### config.mk
export PLATFORM = sky130hd
export DESIGN_NAME = dmem_arbiter
export DESIGN_NICKNAME = d
export VERILOG_FILES = /design/src/rtl/dmem_arbiter.sv
export SDC_FILE = /design/constraint.sdc
export NUM_CORES = 1
export LEC_CHECK = 0
export ABC_AREA = 1
export BUFFER_PORTS_ARGS = -buffer_cell sky130_fd_sc_hd__buf_2
export CAP_MARGIN = 5
export CORE_AREA = 2 2 109 111
export DETAILED_ROUTE_END_ITERATION = 16
export DIE_AREA = 0 0 111 113
export HOLD_SLACK_MARGIN = 0.02
export PLACE_DENSITY_LB_ADDON = 0.3
export SKIP_LAST_GASP = 1
export SLEW_MARGIN = 30
export SYNTH_ARGS = -nofsm -noshare
export SYNTH_HDL_FRONTEND = slang
export SYNTH_SLANG_ARGS = --single-unit
### constraint.sdc
create_clock -name CLK -period 2.1 [get_ports CLK]
set_clock_uncertainty 0.15 [all_clocks]
set_input_delay 0.21 -clock CLK [delete_from_list [all_inputs] [get_ports CLK]]
set_output_delay 0.21 -clock CLK [all_outputs]
set_load 0.03 [all_outputs]
### src/rtl/dmem_arbiter.sv
// dmem_arbiter
//   Two-master arbiter and sequencer in front of the single-port data memory.
//   Port A is the pipeline MEM stage. Port B is a secondary master
//   (debug/loader/DMA). The block grants one access per cycle using
//   round-robin. A master that holds its lock input keeps the grant across
//   cycles. Byte addresses become word indices here, and illegal accesses are
//   filtered out. Each granted read returns registered data together with a
//   one-cycle valid pulse.
//
// Ports
//   CLK, RST_N            clock (rising edge), asynchronous active-low reset
//   a_*/b_* req/we/lock    request, write enable, lock-hold request
//   a_*/b_* addr/wdata     byte address, write data
//   a_*/b_* gnt            access accepted this cycle (combinational)
//   a_*/b_* rdata/rvalid   read data (registered) and its one-cycle valid
//   a_*/b_* err            one-cycle pulse: previous granted access was illegal
//   mem_idx/wdata/we       word-indexed memory drive
//   mem_rdata              combinational read data from memory
//
// state  | meaning
// -------+-------------------------------------------------------------
// ARB    | round-robin arbitration between A and B using lastB
// LOCK_A | A holds the grant; B is blocked until A drops lock or req
// LOCK_B | B holds the grant; A is blocked until B drops lock or req

module dmem_arbiter #(
  parameter int DATA_W = 32,
  parameter int ADDR_W = 32,
  parameter int DEPTH  = 1024,
  parameter int IDX_W  = 10
) (
  input  logic              CLK,
  input  logic              RST_N,

  input  logic              a_req,
  input  logic              a_we,
  input  logic              a_lock,
  input  logic [ADDR_W-1:0] a_addr,
  input  logic [DATA_W-1:0] a_wdata,
  output logic              a_gnt,
  output logic [DATA_W-1:0] a_rdata,
  output logic              a_rvalid,
  output logic              a_err,

  input  logic              b_req,
  input  logic              b_we,
  input  logic              b_lock,
  input  logic [ADDR_W-1:0] b_addr,
  input  logic [DATA_W-1:0] b_wdata,
  output logic              b_gnt,
  output logic [DATA_W-1:0] b_rdata,
  output logic              b_rvalid,
  output logic              b_err,

  output logic [IDX_W-1:0]  mem_idx,
  output logic [DATA_W-1:0] mem_wdata,
  output logic              mem_we,
  input  logic [DATA_W-1:0] mem_rdata
);

  typedef enum logic [1:0] {
    ARB    = 2'd0,
    LOCK_A = 2'd1,
    LOCK_B = 2'd2
  } arbState_t;

  localparam logic [ADDR_W-3:0] DEPTH_WORDS = (ADDR_W-2)'(DEPTH);

  arbState_t state;
  arbState_t nextState;
  logic      lastB;
  logic      aGnt;
  logic      bGnt;
  logic      aLegal;
  logic      bLegal;
  logic      aRead;
  logic      bRead;

  // Word-aligned and inside the memory. Anything else is still granted, but it
  // is consumed without touching memory.
  assign aLegal = (a_addr[1:0] == 2'b00) && (a_addr[ADDR_W-1:2] < DEPTH_WORDS);
  assign bLegal = (b_addr[1:0] == 2'b00) && (b_addr[ADDR_W-1:2] < DEPTH_WORDS);

  always_comb begin
    nextState = state;
    aGnt      = 1'b0;
    bGnt      = 1'b0;

    case (state)
      ARB: begin
        if (a_req && b_req) begin
          aGnt = lastB;
          bGnt = ~lastB;
        end else begin
          aGnt = a_req;
          bGnt = b_req;
        end
        if (aGnt && a_lock) begin
          nextState = LOCK_A;
        end else if (bGnt && b_lock) begin
          nextState = LOCK_B;
        end
      end

      // The exit cycle is still served under lock rules. Normal arbitration
      // resumes on the following cycle.
      LOCK_A: begin
        aGnt = a_req;
        if (!a_req || !a_lock) begin
          nextState = ARB;
        end
      end

      LOCK_B: begin
        bGnt = b_req;
        if (!b_req || !b_lock) begin
          nextState = ARB;
        end
      end

      default: begin
        nextState = ARB;
      end
    endcase

    // No access may reach memory while the block is held in reset.
    if (!RST_N) begin
      aGnt = 1'b0;
      bGnt = 1'b0;
    end
  end

  assign a_gnt = aGnt;
  assign b_gnt = bGnt;
  assign aRead = aGnt & ~a_we;
  assign bRead = bGnt & ~b_we;

  always_comb begin
    mem_idx   = '0;
    mem_wdata = '0;
    mem_we    = 1'b0;
    if (aGnt) begin
      mem_idx   = a_addr[IDX_W+1:2];
      mem_wdata = a_wdata;
      mem_we    = a_we & aLegal;
    end else if (bGnt) begin
      mem_idx   = b_addr[IDX_W+1:2];
      mem_wdata = b_wdata;
      mem_we    = b_we & bLegal;
    end
  end

  always_ff @(posedge CLK or negedge RST_N) begin
    if (!RST_N) begin
      state <= ARB;
      lastB <= 1'b1;
    end else begin
      state <= nextState;
      if (aGnt) begin
        lastB <= 1'b0;
      end else if (bGnt) begin
        lastB <= 1'b1;
      end
    end
  end

  // Response registers. Each register holds rdata until the next granted read
  // on the same port. An illegal read returns zero.
  always_ff @(posedge CLK or negedge RST_N) begin
    if (!RST_N) begin
      a_rdata  <= '0;
      a_rvalid <= 1'b0;
      a_err    <= 1'b0;
      b_rdata  <= '0;
      b_rvalid <= 1'b0;
      b_err    <= 1'b0;
    end else begin
      a_rvalid <= aRead;
      a_err    <= aGnt & ~aLegal;
      if (aRead) begin
        a_rdata <= aLegal ? mem_rdata : '0;
      end
      b_rvalid <= bRead;
      b_err    <= bGnt & ~bLegal;
      if (bRead) begin
        b_rdata <= bLegal ? mem_rdata : '0;
      end
    end
  end

endmodule

## Word level (Yosys, flattened, before mapping)

Cells that the tools add are included.

| word-level totals | value |
|---|---|
| register bits after elaboration | 71 |
| output and inout bits | 113 |
| input port bits | 168 |

| operators by class | value |
|---|---|
| multiplexer cells | 23 |
| equal/unequal tests | 5 |
| bitwise logic cells | 11 |
| reductions and logical operators | 16 |
| order comparisons | 2 |

Operator list:

| operator | count |
|---|---|
| 2-to-1 mux 32 bit | 4 |
| < comparator 30 x 11 -> 1 bit (second input constant) | 2 |
| 2-to-1 mux 10 bit | 2 |
| 2-to-1 mux 1 bit | 10 |
| 2-to-1 mux 2 bit | 4 |
| AND 1 bit | 6 |
| logical NOT 2 bit | 3 |
| one-hot mux 2 bit (3 select lines) | 1 |
| logical AND 1 bit | 5 |
| inverter 1 bit | 5 |
| logical NOT 1 bit | 4 |
| inequality test 2 bit (second input constant) | 2 |
| one-hot mux 1 bit (2 select lines) | 2 |
| inequality test 3 bit (second input constant) | 1 |
| AND reduction 3 bit | 1 |
| equality test 2 x 1 -> 1 bit (second input constant) | 1 |
| equality test 2 bit (second input constant) | 1 |
| logical OR 1 bit | 2 |
| nonzero test 2 bit | 1 |

## Longest topological paths before layout

Gate-level depths: netlist (run 1).

| depth | value |
|---|---|
| depth in word-level cells | 7 |
| depth in mapped cells | 10 |
| depth with buffers taken out | 9 |

## Least setup slack after synthesis (run 1)

OpenSTA, ideal clock, no wires.

| path | value |
|---|---|
| path kind | reg2out |
| start point | reg lastB |
| end point | out mem_idx[0] |
| slack | 240 ps |
| buffers on the path | 1 |
| arrival time | 1500 ps |
| stages on the path, launching flop included | 10 |
| cell sequence | dfstp_2 > inv_1 > nand2_1 > nand2_1 > nand2_1 > nand2_2 > inv_2 > buf_2 > nand2_1 > nand2_1 |

| between the ends | value |
|---|---|
| elaborated cells between the ends (all ways) | 11 |

RTL lines:

| what | line | source |
|---|---|---|
| start: declaration | 71 | `logic lastB;` |
| start signal: assignment | 156 | `lastB <= 1'b1;` |
| start signal: assignment | 160 | `lastB <= 1'b0;` |
| start signal: assignment | 162 | `lastB <= 1'b1;` |
| 2-to-1 mux 1 bit | 91 | `if (a_req && b_req) begin` |
| 2-to-1 mux 1 bit | 89 | `case (state)` |
| one-hot mux 1 bit (2 select lines) | 89 |  |
| 2-to-1 mux 1 bit | 127 | `if (!RST_N) begin` |
| via a_gnt | 40 | `output logic a_gnt,` |
| 2-to-1 mux 10 bit | 142 | `if (aGnt) begin` |
| end: declaration | 55 | `output logic [IDX_W-1:0] mem_idx,` |

The timed path passes the listed nets, and every way through them passes these cells. The select of a mux whose other input is x is not followed.

## Worst setup path after layout (run 1)

| path | value |
|---|---|
| start point | reg state[1] |
| end point | out mem_idx[4] |

| between the ends | value |
|---|---|
| longest elaborated chain between the ends | 5 |
| elaborated cells between the ends (all ways) | 9 |

Ends and longest elaborated chain:

| what | line | source |
|---|---|---|
| start: declaration | 69 | `arbState_t state;` |
| start signal: assignment | 158 | `state <= nextState;` |
| equality test 2 bit or logical NOT 2 bit (tied branches) | 89 |  |
| one-hot mux 1 bit (2 select lines) | 89 |  |
| 2-to-1 mux 1 bit | 127 |  |
| 2-to-1 mux 10 bit | 146 | `end else if (bGnt) begin` |
| 2-to-1 mux 10 bit (*) | 142 |  |

Every way passes the cells marked *; elsewhere a longest branch is shown, timed or not.

==> results.json, run 1 <==
{
  "initial_core_util": 0.330,
  "status": "finished clean",
  "num-fill-cells": 1101,
  "finalSetupViolations": 0,
  "cts_root_buf": "clkbuf_16",
  "power.share.switching": 0.336,
  "antenna_found_initial": 0,
  "start_kind": "flip-flop",
  "first_pass_iters": 5,
  "p_leak_nw": 3.83,
  "coreArea_sq_mm": 0.0113,
  "cp_max_fo": 18,
  "slew_viol_final": 0,
  "clkPwrFrac": 0.346,
  "via_per_inst": 4.65,
  "die_w_microns": 111,
  "drtAntennaViolNets": 0,
  "rsz0062_at_grt": "true",
  "cts_tree": "yes",
  "antennaDiodeCount": 0,
  "ys_seq_elements": 71,
  "drc_errors": 0,
  "crit_path_end_kind": "output port",
  "drive_gt1_frac": 0.432,
  "fin_crit_sh": 0.977,
  "critPathMaxStageDelay_ns": 0.43,
  "gr-total-overflow": 0,
  "hold_class": "input pin to flip-flop",
  "io_pins": 281,
  "dp_cells": 906,
  "combPwrFrac": 0.334,
  "clk_path_buf_depth": 2,
  "synth_area_sq_mm": 0.00372,
  "slew_headroom": 0.558,
  "synth-compound-area-share": 0.00741,
  "die_height_microns": 113,
  "syn_nets": 664,
  "final_net_count": 983,
  "htree_levels": 3,
  "synth.mux.area_fraction": 0,
  "wl_per_cell_microns": 15.8,
  "fmax_ghz": 0.487,
  "slowest_stage": "dfrtp_1",
  "place_ws_ns": 0.0866,
  "grt_max_degree": 72,
  "dp_hpwl_microns": 10800,
  "grt_use_total": 0.231,
  "totalPowerFinal_mw": 4.47,
  "drt_wl_total_microns": 15200,
  "path_class": "flip-flop to output port",
  "num_vias": 4477,
  "synth_top_family_by_area": "simple AND/OR/NAND/NOR gates",
  "clkTransAtPathRegs_ns": 0.06,
  "die-area_sq_mm": 0.0125,
  "finalSetupTns_ns": 0,
  "ys_warn_count": 0,
  "synth_cell_types": 19,
  "critical_path.cell_chain": "inv_1 > nand4_1 > nand2_4 > clkinv_4 > buf_12 > nand2_1 > nand2_1 > buf_6",
  "cp.arrival_ns": 1.69,
  "grt_pass1_wl_microns": 22800,
  "crit_required_ns": 1.74,
  "synth.avg_cell_area_sq_um": 7.49,
  "grt_pass1_vias": 4234,
  "clock_latency_ns": 0.32,
  "utilization": 0.560,
  "maxCapViolations": 0,
  "p_seq_frac": 0.320,
  "io_buffer_count": 280,
  "fin_ws_ns": 0.0476,
  "hold_viol": 0,
  "numCtsBuffers": 9,
  "cpMostUsedCell": "nand2_1",
  "synth_xor_area_frac": 0,
  "gp_congestion": 0.870,
  "drt_iter0_drc": 285,
  "fin_crit_ns": 2.05,
  "synthAdderAreaFrac": 0,
  "seq_area_frac_synth": 0.478,
  "syn2layout_area_growth_pct": 69.9,
  "ir_worst_vdd_uv": 381,
  "p_int_mw": 2.97,
  "syn_inst": 496,
  "num_rows": 39,
  "clock-sinks": 71,
  "worst_pin_slew_ns": 0.664,
  "p_per_area_mw_per_mm2": 708,
  "p_switching_mw": 1.50,
  "yosys.area_share.simple": 0.429,
  "fin_cells": 963
}
## state kept, by name, summed over array words and instances, names as in the netlist
signal    flops
a_err         1
a_rdata      32
a_rvalid      1
b_err         1
b_rdata      32
b_rvalid      1
lastB         1
state         2
## power by group through the flow
stage | registers [mW] | logic [mW] | clock network [mW]
final | 1.43 | 1.49 | 1.54
after global routing | 1.44 | 1.59 | 1.65
after CTS | 1.43 | 1.40 | 1.59
after detailed placement | 1.45 | 1.09 | 0
after global placement | 1.45 | 1.09 | 0
after floorplan | 1.47 | 0.649 | 0
## worst max-delay path, delay by kind of cell (launching register included)
kind / cells / cell delay [ns]
buffers and inverters: 4 / 0.48
flip-flops: 1 / 0.43
AND/OR/NAND/NOR: 4 / 0.48
## what timing repair did
item	4_1_cts	5_1_grt
cloned	2	2
resized for setup	85	45
hold endpoints to repair	64	70
pin swaps	0	10
setup endpoints to repair	44	44
hold buffers	32	1
buffers inserted	4	1
## per-stage QoR
stage	instance area, sq um	hold slack [ns]
floorplan	3720	-0.236
CTS	6150	0.0223
detailed placement	5170	0.300
global route	6310	0.0481
finish	6310	0.0392
global placement	5170	0.300
## final cells by class
cell class | count | area [sq um] | area share
Clock inverter | 7 | 77.6 | 0.0123
Clock buffer | 9 | 225 | 0.0357
Multi-Input combinational cell | 387 | 1720 | 0.272
Timing Repair Buffer | 334 | 2270 | 0.359
Tap cell | 143 | 179 | 0.0283
Sequential cell | 71 | 1780 | 0.282
Inverter | 12 | 67.6 | 0.0107
## worst paths after layout
kind	from	end	slack, ns	depth (start not counted)
max	state[1]	mem_idx[4]	0.05	8
min	b_lock	state[1]	0.04	3
max reg2reg	lastB	a_rdata[4]	0.30	10
min reg2reg	b_rdata[26]	b_rdata[26]	0.32	2
max in group asynchronous	RST_N	b_rdata[14]	0.91	3
min in group asynchronous	RST_N	b_rdata[31]	0.42	3
## synth_stat cells
| cell | count | area [sq um] |
|---|---|---|
| nor2_4 | 2 | 22.5 |
| a21oi_1 | 1 | 5.00 |
| dfrtp_1 | 70 | 1750 |
| nor2_8 | 2 | 40.0 |
| nor2_1 | 28 | 105 |
| dfstp_2 | 1 | 26.3 |
| o31ai_1 | 1 | 7.51 |
| nand3_1 | 69 | 345 |
| or2_1 | 2 | 12.5 |
| o21ai_0 | 3 | 15.0 |
| inv_4 | 2 | 12.5 |
| nand2_1 | 271 | 1020 |
| buf_6 | 22 | 248 |
| nand4_1 | 4 | 25.0 |
| buf_2 | 4 | 20.0 |
| nor2_2 | 1 | 6.26 |
| inv_1 | 8 | 30.0 |
| nand2_2 | 3 | 18.8 |
| inv_2 | 2 | 7.51 |
## kinds of logic after synthesis
group                  Yosys count
buffers and inverters           38
flip-flops                      71
AND/OR/NAND/NOR                382
AO/OA/AOI/OAI                    5
## layout by cell type, fill, tap and decap left out, types with 2 or more instances in the layout
cell / count
buf_12: 4
buf_2: 236
buf_4: 14
buf_6: 44
clkbuf_16: 11
clkinv_2: 2
clkinv_4: 2
dfrtp_1: 70
dlygate4sd3_1: 33
inv_1: 7
inv_4: 2
inv_6: 2
nand2_1: 248
nand2_2: 18
nand2_4: 8
nand3_1: 69
nand4_1: 4
nor2_1: 28
nor2_4: 2
nor2_8: 2
o21ai_0: 3
or2_1: 2
## layer usage
metal / up-vias / wire (microns) / GRT usage
met5: - / 0 / 0
li1: 2194 / - / -
met2: 217 / 7450 / 0.389
met3: 12 / 1100 / 0.0439
met1: 2054 / 6500 / 0.313
met4: 0 / 184 / 0.0483
Note: power is estimated with default switching activity, not from simulation.
==> inputs of run 2 (changes only) <==
Settings changed: PLACE_DENSITY_LB_ADDON 0.3 to 0.08.
==> run 2 against run 1 <==
Register-to-register slack got worse by 0.17 ns. Cell count increased by 1.1%. Design area increased by 5.0%. Global-route usage decreased by 0.19 points. Clock-buffer cell count increased by 4. First-iteration DRC count decreased by 18%. Total power increased by 4.6%. Worst hold slack got worse by 0.0061 ns. Worst setup slack got worse by 0.045 ns. Clock power about the same. Critical path type unchanged. Largest cell class unchanged. Largest power group is now combinational cells.
==> results.json, run 2 (synthesis gave the netlist of run 1 again) <==
{
  "status": "finished clean",
  "grt_use_total": 0.229,
  "io_buffer_count": 280,
  "via_per_inst": 4.68,
  "worst_pin_slew_ns": 0.665,
  "num-fill-cells": 1077,
  "place_area_sq_mm": 0.00514,
  "clkTransAtPathRegs_ns": 0.05,
  "reg_top3": "a_rdata: 32 flops, b_rdata: 32 flops, state: 2 flops",
  "wl_per_cell_microns": 16.6,
  "grt_max_degree": 72,
  "die-area_sq_mm": 0.0125,
  "fmax_ghz": 0.477,
  "grt_pass1_wl_microns": 22800,
  "drc_errors": 0,
  "numCtsBuffers": 9,
  "layout_common_cells": "buf_2 (236), nand2_1 (216), dfrtp_1 (70)",
  "rsz0062_at_grt": "true",
  "die_height_microns": 113,
  "coreArea_sq_mm": 0.0113,
  "crit_required_ns": 1.74,
  "totalPowerFinal_mw": 4.68,
  "htree_levels": 3,
  "die_w_microns": 111,
  "cp_max_fo": 5,
  "dp_hpwl_microns": 10900,
  "drive_gt1_frac": 0.477,
  "num_rows": 39,
  "drt_wl_total_microns": 16200,
  "dp_cells": 903,
  "ir_worst_vdd_uv": 324,
  "slew_viol_final": 0,
  "start_kind": "flip-flop",
  "fin_crit_ns": 2.10,
  "final_common_cell": "buf_2",
  "first_pass_iters": 4,
  "drt_iter0_drc": 235,
  "finalSetupViolations": 0,
  "initial_core_util": 0.330,
  "gp_congestion": 0.921,
  "clk_path_buf_depth": 2,
  "path_class": "flip-flop to output port",
  "final_net_count": 994,
  "clock-sinks": 71,
  "fin_cells": 974,
  "hold_viol": 0,
  "utilization": 0.588,
  "maxCapViolations": 0,
  "slew_headroom": 0.557,
  "cts_tree": "yes",
  "cp.arrival_ns": 1.74,
  "p_per_area_mw_per_mm2": 705,
  "num_vias": 4560,
  "hold_class": "input pin to flip-flop",
  "io_pins": 281,
  "clock_latency_ns": 0.32,
  "p_leak_nw": 3.96,
  "cts_root_buf": "clkbuf_16",
  "fin_crit_sh": 0.999,
  "antenna_found_initial": 0,
  "antennaDiodeCount": 0,
  "syn2layout_area_growth_pct": 78.5,
  "drtAntennaViolNets": 0,
  "gr-total-overflow": 0,
  "grt_pass1_vias": 4293,
  "crit_path_end_kind": "output port",
  "design_area_sq_mm": 0.00663
}
run 2: changes by cell type in the layout (fill, tap and decap cells not counted), moves of 2 or more:
cell / delta
clkinv_4: -2
clkbuf_16: +5
nand2_4: +2
buf_16: +2
nand2_2: +29
nand2_1: -32
clkbuf_1: +3
run 2: repair_timing:
action	4_1_cts	5_1_grt
endpoints found under the setup margin	42	43
hold endpoints to repair	64	70
pin swaps	2	18
gates cloned	3	12
setup buffers	3	4
gates resized for setup	54	123
hold buffers	32	1
run 2: cell type report:
| cell class | instances | area (sq um) | area share |
|---|---|---|---|
| Multi-Input combinational cell | 387 | 1820 | 0.275 |
| Clock buffer | 13 | 250 | 0.0377 |
| Tap cell | 143 | 179 | 0.0270 |
| Timing Repair inverter | 2 | 25.0 | 0.00377 |
| Sequential cell | 71 | 1780 | 0.268 |
| Inverter | 12 | 70.1 | 0.0106 |
| Clock inverter | 3 | 42.5 | 0.00641 |
| Timing Repair Buffer | 343 | 2460 | 0.371 |
run 2: critical path, stage by stage (launching register included):
cell and delay (ns):
dfstp_2 0.54, inv_2 0.04, nand2_2 0.07, nand2_2 0.07, nand2_4 0.08, nand2_8 0.09, clkinv_8 0.10, clkbuf_16 0.15
nand2_1 0.06, nand2_1 0.08, buf_6 0.13
run 2: path summary, 6_finish.rpt:
kind / start / end / slack [ns] / cells past startpoint
min in group asynchronous: RST_N / b_rdata[16] / 0.43 / 3
max in group asynchronous: RST_N / a_rdata[5] / 0.91 / 3
worst min-delay path: b_lock / state[1] / 0.03 / 3
worst max-delay path: lastB / mem_wdata[6] / 0.003 / 10
worst max register to register: lastB / a_rdata[31] / 0.13 / 10
worst min register to register: b_rdata[3] / b_rdata[3] / 0.32 / 2
run 2: report_power, final:
| group | internal (mW) | switching [mW] |
|---|---|---|
| logic | 0.767 | 0.961 |
| registers | 1.41 | 0.0261 |
| clock network | 0.952 | 0.565 |
| total | 3.12 | 1.55 |
run 2: metal layers:
metal  global-route usage  wire, microns
met1                0.302           6570
met2                0.365           7570
met3               0.0745           1690
met4               0.0650            348
met5                    0              0
run 2: through the flow:
step | hold WS (ns) | worst slack, ns | setup TNS (ns)
after floorplan | -0.236 | 0.240 | 0
after global placement | 0.299 | 0.209 | 0
after detailed placement | 0.302 | 0.187 | 0
after CTS | 0.0314 | 0.00632 | 0
after global routing | 0.0448 | -0.0771 | -1.84
final | 0.0331 | 0.00257 | 0
==> inputs of run 3 (changes only) <==
Settings changed: CORE_AREA 2 2 109 111 to 2 2 110 112, DIE_AREA 0 0 111 113 to 0 0 112 114.
Clock period 2.1 ns to 1.9 ns, I/O delays scaled along.
==> run 3 against run 2 <==
The run now ends with negative setup slack left. Worst hold slack better by 0.020 ns. Sequential share of layout area is 1.4 points lower. Critical path depth is 2 lower. Clock-buffer cell count is 3 lower. Combinational power is 15% higher. First-iteration DRC count is 1.7% higher. Non-clock buffer count is 9 higher. Core utilization is 1.0 points higher. Register-to-register slack worse by 0.22 ns. Total power is 17% higher. Critical endpoint is now mem_idx[3]. Largest cell class unchanged.
==> results.json, run 3 (synthesis gave the netlist of run 1 again) <==
{
  "combPwrFrac": 0.362,
  "num_rows": 40,
  "grt_max_degree": 72,
  "via_per_inst": 4.72,
  "drt_wl_total_microns": 16500,
  "cp_max_fo": 7,
  "wl_per_cell_microns": 16.7,
  "fin_cells": 987,
  "cts_tree": "yes",
  "final_net_count": 1004,
  "cts_root_buf": "clkbuf_16",
  "p_seq_frac": 0.288,
  "numCtsBuffers": 9,
  "slew_headroom": 0.552,
  "grt_use_total": 0.227,
  "slew_viol_final": 0,
  "die_w_microns": 112,
  "layout_common_cells": "buf_2 (234), nand2_1 (184), dfrtp_1 (70)",
  "start_kind": "flip-flop",
  "clock_latency_ns": 0.32,
  "coreArea_sq_mm": 0.0117,
  "io_pins": 281,
  "totalPowerFinal_mw": 5.49,
  "maxCapViolations": 0,
  "p_switching_mw": 1.77,
  "antenna_found_initial": 0,
  "p_leak_nw": 4.11,
  "p_int_mw": 3.72,
  "clock-sinks": 71,
  "crit_required_ns": 1.56,
  "hold_class": "input pin to flip-flop",
  "drive_gt1_frac": 0.521,
  "die_height_microns": 114,
  "initial_core_util": 0.317,
  "grt_pass1_wl_microns": 22800,
  "syn2layout_area_growth_pct": 88.6,
  "clk_path_buf_depth": 2,
  "first_pass_iters": 4,
  "drc_errors": 0,
  "fin_crit_sh": 1.11,
  "clkTransAtPathRegs_ns": 0.06,
  "die-area_sq_mm": 0.0128,
  "path_class": "flip-flop to output port",
  "antennaDiodeCount": 0,
  "drt_iter0_drc": 239,
  "rsz0062_at_grt": "true",
  "hold_viol": 0,
  "dp_cells": 911,
  "io_buffer_count": 280,
  "clkPwrFrac": 0.350,
  "final_common_cell": "buf_2",
  "cp.arrival_ns": 1.76,
  "gp_congestion": 0.800,
  "fmax_ghz": 0.475,
  "fin_ws_ns": -0.204,
  "status": "finished, violations left",
  "violations": "negative setup slack",
  "htree_levels": 3,
  "fin_crit_ns": 2.10,
  "crit_path_end_kind": "output port",
  "grt_pass1_vias": 4338,
  "finalSetupViolations": 77,
  "p_per_area_mw_per_mm2": 784,
  "drtAntennaViolNets": 0,
  "dp_hpwl_microns": 10500,
  "ir_worst_vdd_uv": 476,
  "power.share.switching": 0.322,
  "utilization": 0.598,
  "gr-total-overflow": 0,
  "worst_pin_slew_ns": 0.672,
  "reg_top3": "a_rdata: 32 flops, b_rdata: 32 flops, state: 2 flops",
  "num_vias": 4663
}
==> run 3: cell count changes in the layout (fill, tap and decap cells not counted), sizes merged <==
cell / delta
buf: +11
bufinv: +2
clkbuf: -6
clkinv: +2
clkinvlp: -1
dlygate4sd3: +1
==> run 3: power by group through the flow <==
stage               clock, mW  sequential [mW]  combinational [mW]
finish                   1.92             1.58                1.99
global route             2.03             1.59                2.10
CTS                      1.96             1.58                1.62
detailed placement          0             1.61                1.23
global placement            0             1.60                1.22
floorplan                   0             1.62               0.717
==> run 3: what timing repair did <==
item,in CTS,in global routing
pin swaps,8,32
cloned,4,9
setup endpoints to repair,45,109
gates resized for setup,108,136
buffers inserted,5,10
endpoints found under the hold margin,65,70
hold buffers,33,1
==> run 3: worst paths after layout <==
path	cells after the start	slack, ns	startpoint	end
setup / recovery	8	-0.20	lastB	mem_idx[3]
hold / removal	3	0.05	b_req	state[1]
setup reg to reg	12	-0.09	lastB	a_rdata[19]
hold reg to reg	2	0.32	b_rdata[0]	b_rdata[0]
max in group asynchronous	3	0.67	RST_N	b_rdata[0]
min in group asynchronous	3	0.46	RST_N	b_rdata[17]
==> run 3: cell type report <==
cell class	count	area, sq um
Clock buffer	10	229
Inverter	12	96.3
Timing Repair inverter	3	52.6
Timing Repair Buffer	352	2570
Fill cell	1065	4700
Sequential cell	71	1780
Tap cell	147	184
Multi-Input combinational cell	387	1990
Clock inverter	5	108
==> run 3: metal layers <==
layer  vias to the layer above  global-route usage  routed length, microns
met5                         -                   0                       0
met4                         0              0.0423                     182
met3                        21              0.0611                    1250
met2                       213               0.376                    8130
met1                      2195               0.303                    6940
li1                       2234                   -                       -
==> run 3: critical path: stages (launching register included) <==
cell       delay [ns]
dfstp_2          0.55
buf_6            0.10
nand4_1          0.10
nand2_2          0.16
inv_8            0.09
clkbuf_16        0.17
nand2_2          0.06
nand2_1          0.08
buf_6            0.15
==> run 3: metrics by stage <==
| stage | worst slack [ns] | instance area, sq um | hold slack [ns] | TNS [ns] |
|---|---|---|---|---|
| after floorplan | 0.0601 | 3720 | -0.256 | 0 |
| after global placement | 0.0999 | 5190 | 0.281 | 0 |
| after detailed placement | 0.101 | 5190 | 0.283 | 0 |
| after CTS | -0.201 | 6310 | 0.0260 | -7.83 |
| after global routing | -0.277 | 7010 | 0.0613 | -14.61 |
| final | -0.204 | 7010 | 0.0536 | -8.62 |
